### config.mk
export PLATFORM = sky130hd
export DESIGN_NAME = roe_ctrl
export DESIGN_NICKNAME = d
export VERILOG_FILES = /design/src/rtl/roe_ctrl_pkg.sv /design/src/rtl/roe_ctrl_pc.sv /design/src/rtl/roe_ctrl.sv
export SDC_FILE = /design/constraint.sdc
export NUM_CORES = 1
export LEC_CHECK = 0
export BUFFER_PORTS_ARGS = -buffer_cell sky130_fd_sc_hd__buf_2
export CORE_MARGIN = 3
export CORE_UTILIZATION = 45
export CTS_BUF_LIST = sky130_fd_sc_hd__clkbuf_4 sky130_fd_sc_hd__clkbuf_8 sky130_fd_sc_hd__clkbuf_16
export CTS_CLUSTER_DIAMETER = 100
export DETAILED_ROUTE_END_ITERATION = 10
export PLACE_DENSITY = 0.78
export SYNTH_ARGS = -nofsm -noshare
export SYNTH_HDL_FRONTEND = slang
export SYNTH_SLANG_ARGS = --single-unit
### constraint.sdc
create_clock -name clk -period 1.4 [get_ports clk]
set_input_delay 0.07 -clock clk [delete_from_list [all_inputs] [get_ports clk]]
set_output_delay 0.07 -clock clk [all_outputs]
set_load 0.03 [all_outputs]
### src/rtl/roe_ctrl_pkg.sv
// Shared definitions for the R.O.E control unit: ALU codes,
// opcode mnemonics and control-state encoding.
package definitions;

    localparam logic [3:0] ALU_SLB    = 4'h0;
    localparam logic [3:0] ALU_ADD    = 4'h1;
    localparam logic [3:0] ALU_SUB    = 4'h2;
    localparam logic [3:0] ALU_SHIFTL = 4'h3;
    localparam logic [3:0] ALU_SHIFTR = 4'h4;
    localparam logic [3:0] ALU_BNZ    = 4'h5;
    localparam logic [3:0] ALU_SLT    = 4'h6;
    localparam logic [3:0] ALU_XOR    = 4'h7;
    localparam logic [3:0] ALU_AND    = 4'h8;
    localparam logic [3:0] ALU_OR     = 4'h9;
    localparam logic [3:0] ALU_NOP    = 4'hF;

    typedef enum logic [3:0] {
        OP_SLB    = 4'h0,
        OP_ADD    = 4'h1,
        OP_SUB    = 4'h2,
        OP_SHIFTL = 4'h3,
        OP_SHIFTR = 4'h4,
        OP_BNZ    = 4'h5,
        OP_SLT    = 4'h6,
        OP_XOR    = 4'h7,
        OP_AND    = 4'h8,
        OP_OR     = 4'h9,
        OP_LOAD   = 4'hA,
        OP_STORE  = 4'hB,
        OP_HALT   = 4'hF
    } op_mnemonic;

    typedef enum logic [2:0] {
        ST_IDLE   = 3'd0,
        ST_FETCH  = 3'd1,
        ST_DECODE = 3'd2,
        ST_EXEC   = 3'd3,
        ST_MEM    = 3'd4,
        ST_HALT   = 3'd5
    } ctrl_state_t;

    // Register-writing ALU opcodes: everything up to OR except BNZ.
    function automatic logic is_alu_op(input logic [3:0] op);
        return (op <= ALU_OR) && (op != ALU_BNZ);
    endfunction

endpackage

### src/rtl/roe_ctrl_pc.sv
// Program counter for the R.O.E core: hold, increment with
// 8-bit wrap, or load an absolute branch target.
module roe_pc (
    input  logic       clk,
    input  logic       rst_n,
    input  logic       inc_i,
    input  logic       load_i,
    input  logic [7:0] tgt_i,
    output logic [7:0] pc_o
);

    logic [7:0] pc_q;
    logic [7:0] pc_d;

    // Branch load wins over increment; increment wraps FF -> 00.
    always_comb begin
        pc_d = pc_q;
        if (load_i) begin
            pc_d = tgt_i;
        end else if (inc_i) begin
            pc_d = pc_q + 8'd1;
        end
    end

    // PC register, cleared to 0 on reset.
    always_ff @(posedge clk or negedge rst_n) begin
        if (!rst_n) begin
            pc_q <= 8'h00;
        end else begin
            pc_q <= pc_d;
        end
    end

    assign pc_o = pc_q;

endmodule

### src/rtl/roe_ctrl.sv
// R.O.E control unit: fetch/decode/execute/memory FSM and PC.
// ROE_ILLEGAL_TRAP_EN: opcodes C-E halt with illegal=1 (else NOP).
module roe_ctrl
    import definitions::*;
#(
    parameter logic [7:0] BR_TGT0 = 8'h00,
    parameter logic [7:0] BR_TGT1 = 8'h10,
    parameter logic [7:0] BR_TGT2 = 8'h20,
    parameter logic [7:0] BR_TGT3 = 8'h30
) (
    input  logic       clk,
    input  logic       rst_n,
    input  logic       start,
    output logic       imem_req,
    output logic [7:0] imem_addr,
    input  logic       imem_ack,
    input  logic [8:0] imem_rdata,
    output logic [3:0] alu_op,
    input  logic       branch_result,
    output logic [2:0] rf_raddr1,
    output logic [2:0] rf_raddr0,
    output logic [2:0] rf_waddr,
    output logic       rf_we,
    output logic       wb_sel,
    output logic       dmem_req,
    output logic       dmem_we,
    input  logic       dmem_ack,
    output logic       halted,
    output logic       illegal
);

    ctrl_state_t state_q;
    ctrl_state_t state_d;
    logic [8:0]  ir_q;
    logic [8:0]  ir_d;
    logic [3:0]  op;
    logic        pc_inc;
    logic        pc_load;
    logic [7:0]  br_tgt;
    logic [7:0]  pc;
`ifdef ROE_ILLEGAL_TRAP_EN
    logic        illegal_q;
    logic        illegal_d;
`endif

    assign op        = ir_q[8:5];
    assign rf_raddr1 = ir_q[4:2];
    assign rf_raddr0 = {1'b0, ir_q[1:0]};
    assign rf_waddr  = ir_q[4:2];
    assign imem_addr = pc;
    assign halted    = (state_q == ST_HALT);

    roe_pc u_pc (
        .clk    (clk),
        .rst_n  (rst_n),
        .inc_i  (pc_inc),
        .load_i (pc_load),
        .tgt_i  (br_tgt),
        .pc_o   (pc)
    );

    // Select the absolute BNZ target from the rb field.
    always_comb begin
        br_tgt = BR_TGT0;
        unique case (ir_q[1:0])
            2'd0: br_tgt = BR_TGT0;
            2'd1: br_tgt = BR_TGT1;
            2'd2: br_tgt = BR_TGT2;
            2'd3: br_tgt = BR_TGT3;
        endcase
    end

    // Next-state and output decode for the control FSM.
    always_comb begin
        state_d  = state_q;
        ir_d     = ir_q;
        imem_req = 1'b0;
        alu_op   = ALU_NOP;
        rf_we    = 1'b0;
        wb_sel   = 1'b0;
        dmem_req = 1'b0;
        dmem_we  = 1'b0;
        pc_inc   = 1'b0;
        pc_load  = 1'b0;
`ifdef ROE_ILLEGAL_TRAP_EN
        illegal_d = illegal_q;
`endif
        unique case (state_q)
            ST_IDLE: begin
                if (start) begin
                    state_d = ST_FETCH;
                end
            end
            ST_FETCH: begin
                imem_req = 1'b1;
                if (imem_ack) begin
                    ir_d    = imem_rdata;
                    state_d = ST_DECODE;
                end
            end
            ST_DECODE: begin
                state_d = ST_EXEC;
            end
            ST_EXEC: begin
                state_d = ST_FETCH;
                if (is_alu_op(op)) begin
                    alu_op = op;
                    rf_we  = 1'b1;
                    pc_inc = 1'b1;
                end else begin
                    unique case (op)
                        OP_BNZ: begin
                            alu_op = ALU_BNZ;
                            if (branch_result) begin
                                pc_load = 1'b1;
                            end else begin
                                pc_inc = 1'b1;
                            end
                        end
                        OP_LOAD, OP_STORE: begin
                            state_d = ST_MEM;
                        end
                        OP_HALT: begin
                            state_d = ST_HALT;
                        end
                        default: begin
`ifdef ROE_ILLEGAL_TRAP_EN
                            illegal_d = 1'b1;
                            state_d   = ST_HALT;
`else
                            pc_inc = 1'b1;
`endif
                        end
                    endcase
                end
            end
            ST_MEM: begin
                dmem_req = 1'b1;
                dmem_we  = (op == OP_STORE);
                if (dmem_ack) begin
                    if (op == OP_LOAD) begin
                        rf_we  = 1'b1;
                        wb_sel = 1'b1;
                    end
                    pc_inc  = 1'b1;
                    state_d = ST_FETCH;
                end
            end
            ST_HALT: begin
                state_d = ST_HALT;
            end
            default: begin
                state_d = ST_IDLE;
            end
        endcase
    end

    // State and instruction registers.
    always_ff @(posedge clk or negedge rst_n) begin
        if (!rst_n) begin
            state_q <= ST_IDLE;
            ir_q    <= 9'h000;
        end else begin
            state_q <= state_d;
            ir_q    <= ir_d;
        end
    end

`ifdef ROE_ILLEGAL_TRAP_EN
    // Sticky trap flag, cleared only by reset.
    always_ff @(posedge clk or negedge rst_n) begin
        if (!rst_n) begin
            illegal_q <= 1'b0;
        end else begin
            illegal_q <= illegal_d;
        end
    end

    assign illegal = illegal_q;
`else
    assign illegal = 1'b0;
`endif

endmodule

; ---- Word-level counts from Yosys, hierarchy flattened
; Cells that the tools add are included.
[word_totals]
regBits = 20
word_cells = 58
[op_classes]
add_sub_neg = 1
order_cmp = 1
eq_ne = 16
muxes = 29
reduce_logical = 8
[ops]
columns = operator, count
row1 = $pmux 8 s4, 1
row2 = $pmux 3 s6, 1
row3 = $mux 8, 2
row4 = $mux 1, 14
row5 = $eq 4x4->1 const B, 3
row6 = $mux 3, 4
row7 = $mux 4, 3
row8 = $add 8x1->8 const B, 1
row9 = $eq 3x2->1 const B, 2
row10 = $eq 3x3->1 const B, 2
row11 = $ne 2x2->1 const B, 3
row12 = $pmux 1 s2, 3
row13 = $pmux 3 s2, 1
row14 = $eq 2x2->1 const B, 2
row15 = $eq 4x3->1 const B, 1
row16 = $le 4x4->1 const B, 1
row17 = $ne 4x3->1 const B, 1
row18 = $eq 3x1->1 const B, 1
row19 = $logic_not 3->1, 1
row20 = $reduce_and 3->1, 1
row21 = $reduce_or 3->1, 1
row22 = $eq 2x1->1 const B, 1
row23 = $logic_not 2->1, 1
row24 = $reduce_and 2->1, 1
row25 = other kinds (3), 3

; ---- Longest topological paths before layout
[depth]
word_depth = 7
ltp_mapped = 7

; ---- By module
; Synthesis repeated with hierarchy kept, for this count alone.
[hier_totals]
cells_unflattened = 127
area_unflattened_um2 = 1241.2
[by_module_without_submodules]
columns = module, instances, cells_each, area_each_um2, seq_area_each_um2
row1 = roe_ctrl, 1, 78, 790.8, 300.3
row2 = roe_pc, 1, 49, 450.4, 200.2

; ---- Worst setup path after synthesis
; OpenSTA, ideal clock, no wires.
[synth_timing]
kind = register to output
startpoint = register state_q[1]
endpoint = output port wb_sel
arrival_ps = 1849
path_slack_ps = -519
stages_incl_launch_ff = 5
path_cell_list = dfrtp_1 buf_6 nor3b_4 nand2_2 nor3_1
[synth_between]
elab_chain_len = 2
[synth_lines]
columns = item, line
row1 = start: declaration, roe_ctrl.sv:32  ; ctrl_state_t state_q;
row2 = start signal: assignment, roe_ctrl.sv:164  ; state_q <= state_d;
row3 = $eq 3x3->1, roe_ctrl.sv:88  ; unique case (state_q)
row4 = $mux 1, roe_ctrl.sv:88
row5 = end: declaration, roe_ctrl.sv:24  ; output logic wb_sel,
; Every way passes these cells.

; ---- Worst setup path in the final report
; Same ends and word-level chain as after synthesis.

==> flow_summary.ini <==
[timing]
fin_crit_ps = 1790
maxSlewViolCount = 0
period_share_pct = 128
rsz0062_at_grt = true
hold_viol = 0
fmax_mhz = 557
skew_ps = 4.71
finalSetupViolations = 28
layout_setup_ws_ps = -395

[worst_setup_path]
crit_type = reg2out
crit_top_cell = buf_6
timing.rr.start = state_q[1]$_DFFE_PN0P_
crit_family = simple AND/OR/NAND/NOR gates
crit_chain = buf_6 > nor3b_4 > nand2_4 > buf_4 > nor3_4 > buf_6
critPathArrivalTime_ps = 1720
cp-startpoint = state_q[1]$_DFFE_PN0P_
reg2reg_slack_ps = -320
slowest_stage = dfrtp_1
required_ps = 1330
critPathMaxFanout = 3
critPathCaptureType = primary output
cp_num_buf_inv = 3
max_stage_delay_ps = 420
cp-start-kind = flop

[yosys]
synthTopCellsByArea = dfrtp_1 (39%), mux2_2 (9.7%), buf_4 (7.6%), mux2i_1 (3.9%), nand2_1 (3.2%)
synth_area_um2 = 1280
synthCells = 125
yosysUniqueCellTypes = 41
synth_top_area_share_pct = 39.2
seq_area_frac_synth_pct = 39.2
synth.avg_cell_area_um2 = 10.2
ys_warn_count = 0
synth_top_area_cell = dfrtp_1
ys_ff_latch = 20

[place]
dp_hpwl_um = 2410
dp_worst_setup_slack_ps = -120
placed_area_um2 = 1620
port_buffers = 40
gp_congestion = 0.871

[floorplan]
die_y_um = 59.3
initial_utilization_pct = 49.3
die-width_um = 59.3
fp.dieArea_um2 = 3510
core_um2 = 2590
rows = 18
ioPinCount = 43

[clock_tree]
cts_tree = done
clock-sinks = 20
cts-buffers-inserted = 3
clk_pin_slew_worst_paths_ps = 130
clk_latency_ps = 330
root_buffer = clkbuf_4
clk_path_buf_depth = 2
cts_max_level = 1

[cells_and_area]
diodes = 0
mostFrequentLayoutCell = buf_2
final_nets = 217
area_growth_pct = 63.3
final_cell_mix = buf_2 (30), buf_4 (24), buf_6 (20), dfrtp_1 (19), mux2_4 (11)
design_area_um2 = 2090
drive_gt1_share_pct = 60.0

[power]
p_leak_nw = 1.02
power-per-cell-area_nw_per_um2 = 2250
ir_drop_uv = 1790

[global_route]
grt_max_degree = 21
grtUsageTotal_pct = 22.4
busiest_layer = met2
grt-ovfl-total = 0
grt_use_met2_pct = 40.6
antenna_found_initial = 0
grt_pass1_wl_um = 5910
met1_usage_pct = 26.2
use_met3_pct = 4.36
first_global_vias = 1248

[worst_hold_path]
min_path_type = in2reg
min_from = imem_ack

[detailed_routing]
drt-initial-drc-count = 52
drtPass1Iterations = 4
ant_nets = 0
vias_per_cell = 5.76
avgRoutedWirePerCell_um = 19.1
drc = 0
via_count = 1324
routed_wl_um = 4390

[outcome]
failed_checks = negative setup slack
status = finished with violations

[flow_run]
cap_viol_max_count = 0
-- cells by family after synthesis --
| family | after synthesis | synth area share, % |
|---|---|---|
| simple gates | 43 | 20.3 |
| compound gates | 24 | 13.3 |
| flops | 20 | 39.2 |
| buf+inv | 19 | 11.2 |
| mux | 17 | 14.8 |
| fa+ha+maj | 1 | 0.979 |
| other cells | 1 | 0.294 |
-- cell usage after synthesis, drive strengths merged --
| cell | instances |
|---|---|
| a22o | 1 |
| nor2b | 2 |
| and4bb | 1 |
| a21oi | 5 |
| conb | 1 |
| nand4 | 1 |
| or2b | 1 |
| nor3 | 1 |
| o32ai | 2 |
| ha | 1 |
| o21ai | 5 |
| buf | 16 |
| or3 | 1 |
| nor2 | 6 |
| o31ai | 1 |
| nand3b | 2 |
| and2 | 3 |
| dfrtp | 20 |
| and3 | 2 |
| o21a | 1 |
| o22a | 1 |
| mux2 | 12 |
| o22ai | 1 |
| and3b | 1 |
| nand2b | 6 |
| nor3b | 1 |
| a21boi | 2 |
| nand3 | 3 |
| a211oi | 1 |
| a22oi | 1 |
| inv | 3 |
| a2bb2oi | 1 |
| nand2 | 12 |
| a31oi | 1 |
| a32o | 1 |
| mux2i | 5 |
-- final cells by class --
cell class	instances	area, um^2
tap	30	37.5
clock buffer	3	22.5
sequential	20	502
inverter	3	11.3
clock inverter	1	30.0
fill	152	504
timing repair buffer	85	671
multi-input combinational	88	812
-- stage by stage --
step	TNS, ps	instances	power (mW)	utilization, %	hold WS, ps
2_1_floorplan	-4190	126	2.80	-	-226
3_3_place_gp	-649	202	3.33	62.4	43.4
3_5_place_dp	-1380	202	3.42	62.4	54.4
4_1_cts	-3190	223	4.17	73.9	1.92
5_1_grt	-7090	230	4.89	80.5	7.71
6_report	-6560	230	4.70	80.5	11.2
-- power breakdown --
| part | internal, mW | leakage (nW) | switching [mW] | total [mW] |
|---|---|---|---|---|
| sequential | 0.831 | 0.245 | 0.252 | 1.08 |
| clock | 0.290 | 0.0279 | 0.216 | 0.506 |
| combinational | 1.44 | 0.745 | 1.66 | 3.11 |
-- registers in the layout, summed over array words and instances (netlist names) --
signal,cells
state_q,3
ir_q,9
u_pc.pc_o,8
-- per-layer routing --
layer / routed length (um) / vias to the layer above
met3: 254 / 21
met4: 259 / 0
met2: 2290 / 69
met1: 1590 / 653
li1: - / 581
met5: 0 / -
-- path summary, 6_finish.rpt --
kind / to / cells past startpoint
max: wb_sel / 6
min: state_q[0]$_DFFE_PN0P_ / 2
max reg2reg: u_pc.pc_o[2]$_DFFE_PN0P_ / 8
min reg2reg: ir_q[3]$_DFFE_PN0P_ / 1
max in group asynchronous: state_q[0]$_DFFE_PN0P_ / 2
min in group asynchronous: u_pc.pc_o[2]$_DFFE_PN0P_ / 2
-- timing repair --
action | 4_1_cts | 5_1_grt
hold buffers | 9 | 1
gates cloned | 1 | 0
setup buffers | 8 | 8
pin swaps | 8 | 13
gates resized for setup | 32 | 31
hold endpoints to repair | 28 | 1
setup endpoints to repair | 26 | 28
-- worst register-to-register path, stage by stage, from the launching register on --
cell and delay, ps:
dfrtp_1 420, buf_6 140, nor3b_4 280, nand2_4 100, buf_4 150, buf_6 110, buf_8 130, a21boi_2 130
mux2i_1 190
Note: power is estimated with default switching activity, not from simulation.
